**config.mk**
```make
export PLATFORM = sky130hd
export DESIGN_NAME = ccd_capture
export DESIGN_NICKNAME = d
export VERILOG_FILES = /design/src/rtl/ccd_capture_pkg.sv /design/src/rtl/fval_edge_det.sv /design/src/rtl/ccd_capture.sv
export SDC_FILE = /design/constraint.sdc
export NUM_CORES = 1
export LEC_CHECK = 0
export ABC_AREA = 0
export CAP_MARGIN = 20
export CORE_ASPECT_RATIO = 0.5
export CORE_MARGIN = 2
export CORE_UTILIZATION = 35
export CTS_CLUSTER_DIAMETER = 200
export DETAILED_ROUTE_END_ITERATION = 8
export GPL_TIMING_DRIVEN = 0
export PLACE_DENSITY = 0.67
export SLEW_MARGIN = 5
export SYNTH_ARGS = -nofsm -noshare
export SYNTH_HDL_FRONTEND = slang
export SYNTH_SLANG_ARGS = --single-unit
```
**constraint.sdc**
```tcl
create_clock -name iCLK -period 4.05 [get_ports iCLK]
set_input_delay 0.81 -clock iCLK [delete_from_list [all_inputs] [get_ports iCLK]]
set_output_delay 0.81 -clock iCLK [all_outputs]
set_load 0.01 [all_outputs]
```
**src/rtl/ccd_capture_pkg.sv**
```systemverilog
// Purpose: shared types and widths for the CMOS sensor capture front end.
// Latency: n/a (declarations only).
// Backpressure: n/a.
// Contents: capture FSM state type, pixel/counter/frame-count widths.
package ccd_capture_pkg;

    typedef enum logic [1:0] {
        CAP_IDLE,
        CAP_ARMED,
        CAP_CAPTURE
    } cap_state_t;

    localparam int DATA_W  = 12;
    localparam int CNT_W   = 16;
    localparam int FRAME_W = 32;

endpackage

```
**src/rtl/fval_edge_det.sv**
```systemverilog
// Purpose: registers the sensor frame-valid strobe and flags its edges.
// Latency: d_FVAL is iFVAL delayed 1 cycle; edges are combinational from d_FVAL/d_FVAL_p.
// Backpressure: none, follows the sensor every cycle.
// Ports:
//   iCLK, iRST   pixel clock, async active-high reset
//   iFVAL        raw sensor frame valid
//   d_FVAL       registered frame valid
//   fval_rise    d_FVAL first high cycle of a frame
//   fval_fall    d_FVAL first low cycle after a frame
module fval_edge_det (
    input  logic iCLK,
    input  logic iRST,
    input  logic iFVAL,
    output logic d_FVAL,
    output logic fval_rise,
    output logic fval_fall
);

    logic d_FVAL_p;

    always_ff @(posedge iCLK or posedge iRST) begin
        if (iRST) begin
            d_FVAL   <= 1'b0;
            d_FVAL_p <= 1'b0;
        end else begin
            d_FVAL   <= iFVAL;
            d_FVAL_p <= d_FVAL;
        end
    end

    assign fval_rise = d_FVAL & ~d_FVAL_p;
    assign fval_fall = ~d_FVAL & d_FVAL_p;

endmodule

```
**src/rtl/ccd_capture.sv**
```systemverilog
// Purpose: sensor capture stage; frame-aligned start/stop, data-valid gating, X/Y and frame counters.
// Latency: 2 cycles from iDATA/iLVAL to oDATA/oDVAL.
// Backpressure: none; oDVAL may be high every cycle.
// Ports:
//   iCLK, iRST            pixel clock, async active-high reset
//   iDATA, iFVAL, iLVAL   raw sensor pixel and strobes
//   iSTART, iEND          single-cycle arm / stop-request pulses
//   oDATA, oDVAL          registered pixel and its captured-pixel qualifier
//   oX_Cont, oY_Cont      coordinates of the pixel on oDATA
//   oFrame_Cont           number of completed captured frames
// Build option: CCD_CAPTURE_TEST_PATTERN_EN replaces pixel data with {X[5:0],Y[5:0]}.
module ccd_capture
    import ccd_capture_pkg::*;
#(
    parameter int COLUMN_WIDTH = 1280
) (
    input  logic               iCLK,
    input  logic               iRST,
    input  logic [DATA_W-1:0]  iDATA,
    input  logic               iFVAL,
    input  logic               iLVAL,
    input  logic               iSTART,
    input  logic               iEND,
    output logic [DATA_W-1:0]  oDATA,
    output logic               oDVAL,
    output logic [CNT_W-1:0]   oX_Cont,
    output logic [CNT_W-1:0]   oY_Cont,
    output logic [FRAME_W-1:0] oFrame_Cont
);

    localparam logic [CNT_W-1:0] X_LAST = CNT_W'(COLUMN_WIDTH - 1);

    logic       d_LVAL;
    logic       d_FVAL;
    logic       fval_rise;
    logic       fval_fall;
    cap_state_t state;
    cap_state_t stateNext;
    logic       stop_req;
    logic       stopReqNext;
    logic       capPix;
    logic [CNT_W-1:0] xCnt;
    logic [CNT_W-1:0] yCnt;

    fval_edge_det uEdge (
        .iCLK      (iCLK),
        .iRST      (iRST),
        .iFVAL     (iFVAL),
        .d_FVAL    (d_FVAL),
        .fval_rise (fval_rise),
        .fval_fall (fval_fall)
    );

    always_ff @(posedge iCLK or posedge iRST) begin
        if (iRST) begin
            d_LVAL <= 1'b0;
        end else begin
            d_LVAL <= iLVAL;
        end
    end

    // State machine ------------------------------------------------------
    always_ff @(posedge iCLK or posedge iRST) begin
        if (iRST) begin
            state    <= CAP_IDLE;
            stop_req <= 1'b0;
        end else begin
            state    <= stateNext;
            stop_req <= stopReqNext;
        end
    end

    always_comb begin
        stateNext   = state;
        stopReqNext = stop_req;
        case (state)
            CAP_IDLE: begin
                // iEND in the same cycle cancels the arm request.
                if (iSTART && !iEND) stateNext = CAP_ARMED;
            end
            CAP_ARMED: begin
                // Only a fresh FVAL rise starts capture, so arming mid-frame
                // waits out the rest of the current frame.
                if (iEND)           stateNext = CAP_IDLE;
                else if (fval_rise) stateNext = CAP_CAPTURE;
            end
            CAP_CAPTURE: begin
                // Stop is deferred to the frame's end so no partial frame leaves.
                if (fval_fall && (stop_req || iEND)) begin
                    stateNext   = CAP_IDLE;
                    stopReqNext = 1'b0;
                end else if (iEND) begin
                    stopReqNext = 1'b1;
                end
            end
            default: begin
                stateNext   = CAP_IDLE;
                stopReqNext = 1'b0;
            end
        endcase
    end

    assign capPix = (state == CAP_CAPTURE) & d_FVAL & d_LVAL;

    // Coordinate counters: xCnt/yCnt hold the coordinates the next captured
    // pixel will receive; they are copied to the outputs alongside the pixel.
    always_ff @(posedge iCLK or posedge iRST) begin
        if (iRST) begin
            xCnt <= '0;
            yCnt <= '0;
        end else if (!d_FVAL) begin
            xCnt <= '0;
            yCnt <= '0;
        end else if (capPix) begin
            if (xCnt == X_LAST) begin
                xCnt <= '0;
                yCnt <= yCnt + 1'b1;
            end else begin
                xCnt <= xCnt + 1'b1;
            end
        end
    end

    // Output stage -------------------------------------------------------
`ifndef CCD_CAPTURE_TEST_PATTERN_EN
    logic [DATA_W-1:0] d_DATA;

    always_ff @(posedge iCLK or posedge iRST) begin
        if (iRST) begin
            d_DATA <= '0;
        end else begin
            d_DATA <= iDATA;
        end
    end
`endif

    always_ff @(posedge iCLK or posedge iRST) begin
        if (iRST) begin
            oDATA       <= '0;
            oDVAL       <= 1'b0;
            oX_Cont     <= '0;
            oY_Cont     <= '0;
            oFrame_Cont <= '0;
        end else begin
`ifdef CCD_CAPTURE_TEST_PATTERN_EN
            oDATA <= {xCnt[5:0], yCnt[5:0]};
`else
            oDATA <= d_DATA;
`endif
            oDVAL <= capPix;
            if (!d_FVAL) begin
                oX_Cont <= '0;
                oY_Cont <= '0;
            end else if (capPix) begin
                oX_Cont <= xCnt;
                oY_Cont <= yCnt;
            end
            // Counts the final frame before a stop too: state is still
            // CAPTURE in the cycle fval_fall is seen.
            if ((state == CAP_CAPTURE) && fval_fall) begin
                oFrame_Cont <= oFrame_Cont + 1'b1;
            end
        end
    end

endmodule

```
==> results of run 1 <==
==> critical path, cell delays in order (launching register included) <==
cell,delay [ns]
dfrtp_1,0.36
clkbuf_2,0.16
nor4b_2,0.52
nand2_1,0.31
o21ai_0,0.56
buf_2,0.33
nor2_1,0.08
==> Yosys cell counts (12+ instances only) <==
library cell	n
nand3_1	23
nand2_1	30
dfrtp_1	127
xnor2_1	30
o31ai_1	13
a22o_1	31
nand4_1	18
nor2_1	13
a21oi_1	18
inv_1	12
or4_1	12
==> where the power goes <==
part,switching [uW],internal (uW),leakage (uW)
clock,571,861,0.000277
sequential,30.0,1310,0.00171
combinational,127,98.2,0.000920
total,728,2270,0.00290
==> cell families after synthesis <==
family	after synthesis	share of synthesized area
mux	4	0.00768
flops	127	0.609
xor+xnor	38	0.0638
buf+inv	32	0.0281
fa+ha+maj	3	0.00720
simple gates	140	0.162
compound gates	87	0.122
==> layout make-up <==
| type | instances | area [um^2] |
|---|---|---|
| Sequential cell | 127 | 3180 |
| Buffer | 20 | 101 |
| Clock inverter | 13 | 115 |
| Timing Repair Buffer | 97 | 1000 |
| Clock buffer | 19 | 443 |
| Tap cell | 198 | 248 |
| Inverter | 12 | 48.8 |
| Multi-Input combinational cell | 272 | 1890 |
| Fill cell | 1303 | 7480 |
==> worst max-delay path by stage <==
stage                       start         to  slack [ns]  depth (start not counted)
after floorplan              iRST  d_DATA[0]        1.67                          1
after global placement       iRST    xCnt[8]        0.53                          2
after detailed placement  xCnt[8]    xCnt[2]        1.64                          6
after CTS                 xCnt[8]    xCnt[2]        1.62                          6
after global routing      xCnt[8]    xCnt[3]        1.44                          6
final                     xCnt[8]    xCnt[2]        1.61                          6
==> metal layers <==
| metal | wire length [um] | GRT usage | up-vias |
|---|---|---|---|
| met2 | 5450 | 0.241 | 104 |
| met4 | 212 | 0.0640 | 0 |
| li1 | - | - | 1843 |
| met1 | 5530 | 0.212 | 1969 |
| met3 | 493 | 0.0404 | 21 |
| met5 | 0 | 0 | - |
==> through the flow <==
| stage | utilization | total power [uW] | setup slack, ns | cell area (um^2) |
|---|---|---|---|---|
| 5_1_grt | 0.484 | 3130 | 1.44 | 7030 |
| 4_1_cts | 0.484 | 3030 | 1.62 | 7030 |
| 3_5_place_dp | 0.446 | 1590 | 1.64 | 6470 |
| 2_1_floorplan | - | 1480 | 1.67 | 5220 |
| 6_report | 0.484 | 3000 | 1.61 | 7030 |
| 3_3_place_gp | 0.442 | 1580 | 0.526 | 6410 |
==> flip-flops by register name (all words and copies together) (netlist names) <==
signal and count:
stop_req 1, d_LVAL 1, yCnt 16, uEdge.d_FVAL 1
oX_Cont 16, oFrame_Cont 32, oDATA 12, xCnt 16
state 2, oDVAL 1, d_DATA 12, uEdge.d_FVAL_p 1
oY_Cont 16
==> impl_metrics.yaml, run 1 <==
logic_synthesis:
  synth_top_area_cell: "dfrtp_1"
  yosysSeqAreaShare: 0.609
  netlist_area_um2: 5220
  syn_inst: 431
  avgSynthCellArea_um2: 12.1
  synth_area_leaders: "dfrtp_1 61%, a22o_1 5.2%, xnor2_1 5.0%"
  ys_types: 51
  yosysWarnings: 0
  synth_top_area_frac: 0.609
  synth-seq-cells: 127
  synth_ff_type: "dfrtp_1"
  async_flop_share: 1.00
  synthesis.nets: 452
  synth_enable_flop_cells: 0
sta:
  finalSetupViolations: 0
  rsz0062_at_grt: "false"
  drv_slew: 0
  tightest_slew_ns: 0.997
  finClkSkew_ns: 0.0113
  setup_tns_ns: 0
  holdWs_ns: 0.346
  max_freq_mhz: 410
  fin_crit_ns: 2.44
  period_share: 0.603
  hold_viol_final: 0
  slew_headroom: 0.330
finish:
  layout_common_cells: "127 x dfrtp_1, 94 x clkdlybuf4s50_1, 31 x a22o_1, 30 x xnor2_1, 30 x nand2_1"
  drive_gt1_frac: 0.100
  layout.nets: 568
  syn_to_final_growth_pct: 34.7
  layout_commonest_cell: "dfrtp_1"
  antenna_cells: 0
  final_cells: 758
floorplanning:
  start_util: 0.359
  die_h_um: 90.3
  row_count: 31
  die_w_um: 177
  die-area_um2: 16000
  core_um2: 14500
  ios: 95
drt:
  route.detailed.wl_per_inst_um: 15.4
  firstDrtPassIters: 5
  wl_mm: 11.7
  vias_per_cell: 5.19
  drt-initial-drc-count: 254
  via_count: 3937
  postRouteAntennaNets: 0
  route.detailed.drc: 0
clock_network:
  clock-sinks: 127
  cts-root-buf: "clkbuf_16"
  clk_latency_ns: 0.41
  htreeDepth: 4
  cts_setup_buffers: 0
  holdBufCountCts: 0
  cts_max_path_buffers: 2
  cts.repair.resized: 0
  clkSlewWorstSetupHoldPaths_ns: 0.06
  numCtsBuffers: 17
  cts_tree: "done"
hold_path:
  holdCritPathClass: "flip-flop to flip-flop"
  hp-start: "d_DATA[7]"
  hold_end: "oDATA[7]"
  whs_path_depth: 0
grt:
  antenna_found_initial: 0
  grt_util_all_layers: 0.157
  grt_overflow: 0
  grt_max_degree: 43
  grt_pass1_wl_mm: 20.0
  first_global_vias: 3935
worst_setup_path:
  r2r-start: "xCnt[8]"
  reg2reg_depth: 6
  path_max_fanout: 10
  start_kind: "flip-flop"
  cp.required_ns: 4.34
  critPathArrivalTime_ns: 2.73
  reg2reg_slack_ns: 1.61
  r2r-end: "xCnt[2]"
  worstSetupPathType: "flip-flop to flip-flop"
  end_kind: "flip-flop"
placed_design:
  post-place-cells: 726
  place_hpwl_mm: 7.99
  port_buffers: 94
  gp_congestion: 0.799
pwr:
  p_leak_uw: 0.00290
  powerDensity_nw_per_um2: 427
  max-vdd-ir-drop_v: 0.000302
status:
  outcome: "finished clean"
run:
  max_cap_viol_count: 0
Power figures use the tool's default switching activity.
==> run 2: changes to the inputs <==
==> constraint.sdc (replaced) <==
create_clock -name iCLK -period 2.1 [get_ports iCLK]
set_input_delay 0.42 -clock iCLK [delete_from_list [all_inputs] [get_ports iCLK]]
set_output_delay 0.42 -clock iCLK [all_outputs]
set_load 0.01 [all_outputs]
==> run 2 against run 1 <==
Against the previous run: critical path depth shrank 1; total power grew 93%; critical path type unchanged; sequential power grew 93%; via count shrank 0.69%; flip-flop and latch count is the same; clock power grew 94%; die area is the same; combinational power grew 90%; maximum frequency grew 19%; core utilization grew 0.44 points; largest cell class unchanged.
==> impl_metrics.yaml, run 2 (synthesized netlist as in run 1, its figures left out) <==
status:
  outcome: "finished clean"
finish:
  syn_to_final_growth_pct: 35.9
  layout_commonest_cell: "dfrtp_1"
  drive_gt1_frac: 0.118
  layout.nets: 569
  largest-register: "oFrame_Cont"
  postLayoutCoreUtil: 0.489
  largest_reg_flops: 32
  fillers: 1297
  antenna_cells: 0
  layout_common_cells: "126 x dfrtp_1, 94 x clkdlybuf4s50_1, 31 x a22o_1, 30 x xnor2_1, 29 x nand2_1"
worst_setup_path:
  cp.required_ns: 2.37
  critPathArrivalTime_ns: 2.32
  start_kind: "flip-flop"
  path_max_fanout: 7
  r2r-start: "xCnt[0]"
  startpoint: "xCnt[0]"
  worstSetupPathType: "flip-flop to flip-flop"
  cp_cell_sequence: "ha_1 > and4_1 > nand4_1 > o311ai_0 > o41ai_1"
  slowest_delay_ns: 0.46
  cp_slowest_cell: "dfrtp_1"
  end_kind: "flip-flop"
placed_design:
  place_hpwl_mm: 7.99
  port_buffers: 94
  gp_congestion: 0.799
grt:
  grt_max_degree: 43
  antenna_found_initial: 0
  grt_util_all_layers: 0.157
  first_global_vias: 3938
  grt_pass1_wl_mm: 20.0
  grt_overflow: 0
pwr:
  powerDensity_nw_per_um2: 817
  p_leak_uw: 0.00294
  max-vdd-ir-drop_v: 0.000581
clock_network:
  clkSlewWorstSetupHoldPaths_ns: 0.07
  cts-root-buf: "clkbuf_16"
  clock-sinks: 127
  holdBufCountCts: 0
  cts_max_path_buffers: 2
  clk_latency_ns: 0.41
  cts_tree: "done"
  htreeDepth: 4
  numCtsBuffers: 17
drt:
  route.detailed.drc: 0
  route.detailed.wl_per_inst_um: 15.5
  postRouteAntennaNets: 0
  wl_mm: 11.8
  via_count: 3910
  drt-initial-drc-count: 212
  firstDrtPassIters: 4
  vias_per_cell: 5.15
sta:
  period_share: 0.974
  rsz0062_at_grt: "false"
  setup_tns_ns: 0
  tightest_slew_ns: 0.785
  fin_crit_ns: 2.05
  max_freq_mhz: 489
  finClkSkew_ns: 0.0133
  finalSetupViolations: 0
  hold_viol_final: 0
  slew_headroom: 0.475
  drv_slew: 0
floorplanning:
  start_util: 0.359
  ios: 95
  die_w_um: 177
  die-area_um2: 16000
  die_h_um: 90.3
  row_count: 31
  core_um2: 14500
run:
  max_cap_viol_count: 0
hold_path:
  holdCritPathClass: "primary input to asynchronous set/reset pin"
[run 2: changes by cell type in the layout (fill, tap and decap cells not counted), sizes merged]
cell	delta
buf	+1
[run 2: final cells by class]
type / count / area (um^2) / share of cell area
Sequential cell: 127 / 3180 / 0.448
Multi-Input combinational cell: 272 / 1940 / 0.273
Timing Repair Buffer: 99 / 1020 / 0.143
Clock buffer: 19 / 443 / 0.0625
Tap cell: 198 / 248 / 0.0349
Clock inverter: 13 / 115 / 0.0162
Buffer: 19 / 103 / 0.0145
Inverter: 12 / 48.8 / 0.00688
[run 2: path summary, 6_finish.rpt]
check / to / slack (ns) / cells past startpoint
worst max-delay path: yCnt[13] / 0.05 / 5
worst min-delay path: oY_Cont[14] / 0.32 / 2
worst max register to register: yCnt[13] / 0.05 / 5
worst min register to register: oDATA[7] / 0.35 / 0
max in group asynchronous: oFrame_Cont[25] / 1.29 / 3
min in group iCLK: oDATA[7] / 0.35 / 0
[run 2: where the power goes]
group	total (uW)	leakage (uW)	switching [uW]	internal (uW)
Clock	2770	0.000277	1110	1660
Sequential	2590	0.00170	67.4	2530
Combinational	428	0.000956	236	192
[run 2: per-stage QoR]
step           power [uW]  hold WS, ns  cells  setup WS, ns  cell area (um^2)
4_1_cts              5850        0.310    758        0.0118              7050
5_1_grt              6040        0.325    759       0.00490              7090
2_1_floorplan        2860        0.331    431         0.113              5220
3_3_place_gp         3040        0.331    723         -1.03              6410
3_5_place_dp         3070        0.336    726        -0.314              6470
6_report             5790        0.316    759        0.0546              7090
[run 2: metal layers]
metal  vias up  wire length [um]  track usage
met2        89              5440        0.241
met1      1963              5650        0.213
met5         -                 0            0
li1       1844                 -            -
met3        14               480       0.0404
met4         0               185       0.0640
[run 2: worst max-delay path: cells and delay by family (launching register included)]
family / cells / cell delay [ns]
flip-flops: 1 / 0.46
AND/OR/NAND/NOR: 2 / 0.54
adder cells (fa/ha/maj): 1 / 0.32
AO/OA/AOI/OAI: 2 / 0.58
[run 2: repair_timing]
| action | 4_1_cts | 5_1_grt |
|---|---|---|
| pin swaps | 0 | 4 |
| buffers inserted | 0 | 2 |
| resized for setup | 5 | 9 |
| hold endpoints to repair | 0 | 0 |
| setup endpoints to repair | 30 | 70 |
==> run 3: changes to the inputs <==
--- a/config.mk
+++ b/config.mk
@@ -9,11 +9,11 @@
 export CAP_MARGIN = 20
 export CORE_ASPECT_RATIO = 0.5
 export CORE_MARGIN = 2
-export CORE_UTILIZATION = 35
+export CORE_UTILIZATION = 30
 export CTS_CLUSTER_DIAMETER = 200
 export DETAILED_ROUTE_END_ITERATION = 8
 export GPL_TIMING_DRIVEN = 0
-export PLACE_DENSITY = 0.67
+export PLACE_DENSITY = 0.6
 export SLEW_MARGIN = 5
 export SYNTH_ARGS = -nofsm -noshare
 export SYNTH_HDL_FRONTEND = slang
==> run 3 against run 2 <==
Against the previous run: non-clock buffer count is 2 higher; sequential share of layout area down 0.98 points; via count grew 1.5%; sequential power is essentially flat; register-to-register slack gained 0.02 ns; first-iteration DRC count up 11%; flip-flop and latch count unchanged; cell count rose by 5.0%; wire length rose by 6.2%; clock power increased by 10%; highest routed layer unchanged.
==> impl_metrics.yaml, run 3 (synthesized netlist as in run 1, its figures left out) <==
status:
  outcome: "finished clean"
grt:
  grt_overflow: 0
  grt_pass1_wl_mm: 20.5
  first_global_vias: 3924
  antenna_found_initial: 0
  grt_util_all_layers: 0.141
  grt_max_degree: 38
pwr:
  powerDensity_nw_per_um2: 839
  p_leak_uw: 0.00302
  max-vdd-ir-drop_v: 0.000505
  power_uw: 6080
sta:
  rsz0062_at_grt: "true"
  finClkSkew_ns: 0.00905
  tightest_slew_ns: 0.595
  setup_tns_ns: 0
  drv_slew: 0
  slew_headroom: 0.603
  hold_viol_final: 0
  fin_crit_ns: 2.03
  finalSetupViolations: 0
  period_share: 0.965
  max_freq_mhz: 493
  holdWs_ns: 0.348
clock_network:
  clkSlewWorstSetupHoldPaths_ns: 0.06
  cts_max_path_buffers: 2
  numCtsBuffers: 17
  cts-root-buf: "clkbuf_16"
  clock-sinks: 127
  cts_tree: "done"
  htreeDepth: 4
  clk_latency_ns: 0.41
drt:
  postRouteAntennaNets: 0
  via_count: 3968
  wl_met1_mm: 5.87
  route.detailed.drc: 0
  drt-initial-drc-count: 235
  route.detailed.wl_per_inst_um: 15.7
  firstDrtPassIters: 4
  wl_met3_um: 493
  dr.max_layer_used: "met4"
  vias_per_cell: 4.98
  wl_mm: 12.5
  met2_length_mm: 5.99
worst_setup_path:
  cp_cell_sequence: "ha_1 > nand2_1 > or4_4 > or4_1 > a21oi_1"
  r2r-end: "xCnt[14]"
  r2r-start: "xCnt[0]"
  slowest_delay_ns: 0.49
  path_max_fanout: 6
  critPathBufInv: 0
  critPathArrivalTime_ns: 2.36
  path_delay_family: "simple AND/OR/NAND/NOR gates"
  start_kind: "flip-flop"
  reg2reg_slack_ns: 0.07
  worstSetupPathType: "flip-flop to flip-flop"
  cp.required_ns: 2.43
  reg2reg_depth: 5
  end_kind: "flip-flop"
  cp_slowest_cell: "or4_1"
placed_design:
  gp_congestion: 0.787
  port_buffers: 94
  place_hpwl_mm: 8.59
hold_path:
  whs_path_depth: 0
  holdCritPathClass: "flip-flop to flip-flop"
  hp-start: "d_DATA[10]"
  hold_end: "oDATA[10]"
finish:
  regArea_um2: 3180
  syn_to_final_growth_pct: 38.9
  drive_gt1_frac: 0.128
  multi_input_area_um2: 1950
  layout_common_cells: "127 x dfrtp_1, 94 x clkdlybuf4s50_1, 31 x a22o_1, 30 x xnor2_1, 29 x nand2_1"
  layout_commonest_cell: "dfrtp_1"
  largest-register: "oFrame_Cont"
  largest_reg_flops: 32
  layout.nets: 571
  antenna_cells: 0
  fillers: 1634
floorplanning:
  ios: 95
  row_count: 34
  die-area_um2: 18500
  start_util: 0.303
  die_h_um: 97.2
  core_um2: 17200
  die_w_um: 190
run:
  max_cap_viol_count: 0
run 3: changes by cell type in the layout (fill, tap and decap cells not counted), sizes merged:
cell	before	now
buf	14	16
clkinvlp	2	1
inv	13	12
bufinv	1	3
run 3: power breakdown:
group	total (uW)	internal (uW)	switching [uW]
clock	3050	1930	1110
combinational	441	195	245
sequential	2590	2530	65.7
total	6080	4650	1420
run 3: final cells by class:
class	instances	area share
Timing Repair Buffer	101	0.145
Buffer	19	0.0147
Sequential cell	127	0.439
Multi-Input combinational cell	272	0.269
Clock inverter	13	0.0225
Inverter	12	0.00674
Clock buffer	19	0.0625
Tap cell	234	0.0404
run 3: per-stage QoR:
step / worst slack, ns / std cells / util / cell area [um^2]
final: 0.0730 / 797 / 0.422 / 7240
after global routing: -0.0143 / 797 / 0.422 / 7240
after CTS: 0.0383 / 795 / 0.418 / 7180
after detailed placement: -0.418 / 763 / 0.381 / 6540
after global placement: -1.09 / 759 / 0.375 / 6450
after floorplan: 0.113 / 431 / - / 5220
run 3: per-layer routing:
layer	track usage	vias to the layer above
met5	0	-
met4	0.0566	0
met3	0.0314	20
met2	0.224	91
met1	0.187	2004
li1	-	1853
run 3: worst max path at each step:
stage	cells past startpoint	start	to	slack, ns
final	5	xCnt[0]	xCnt[14]	0.07
after global routing	5	oFrame_Cont[3]	oFrame_Cont[27]	-0.01
after CTS	6	state[0]	yCnt[3]	0.04
after detailed placement	6	xCnt[8]	xCnt[6]	-0.42
after global placement	2	iRST	oX_Cont[12]	-1.09
after floorplan	1	iRST	d_DATA[0]	0.11
run 3: timing repair:
action                     CTS  global route
buffers inserted             0             3
resized for setup            7            13
pin swaps                    0             2
hold buffers                 0             0
setup endpoints to repair   33            59
run 3: worst register-to-register path: stages (launching register included):
cell     delay, ns
dfrtp_1       0.46
ha_1          0.31
nand2_1       0.10
or4_4         0.44
or4_1         0.49
a21oi_1       0.16
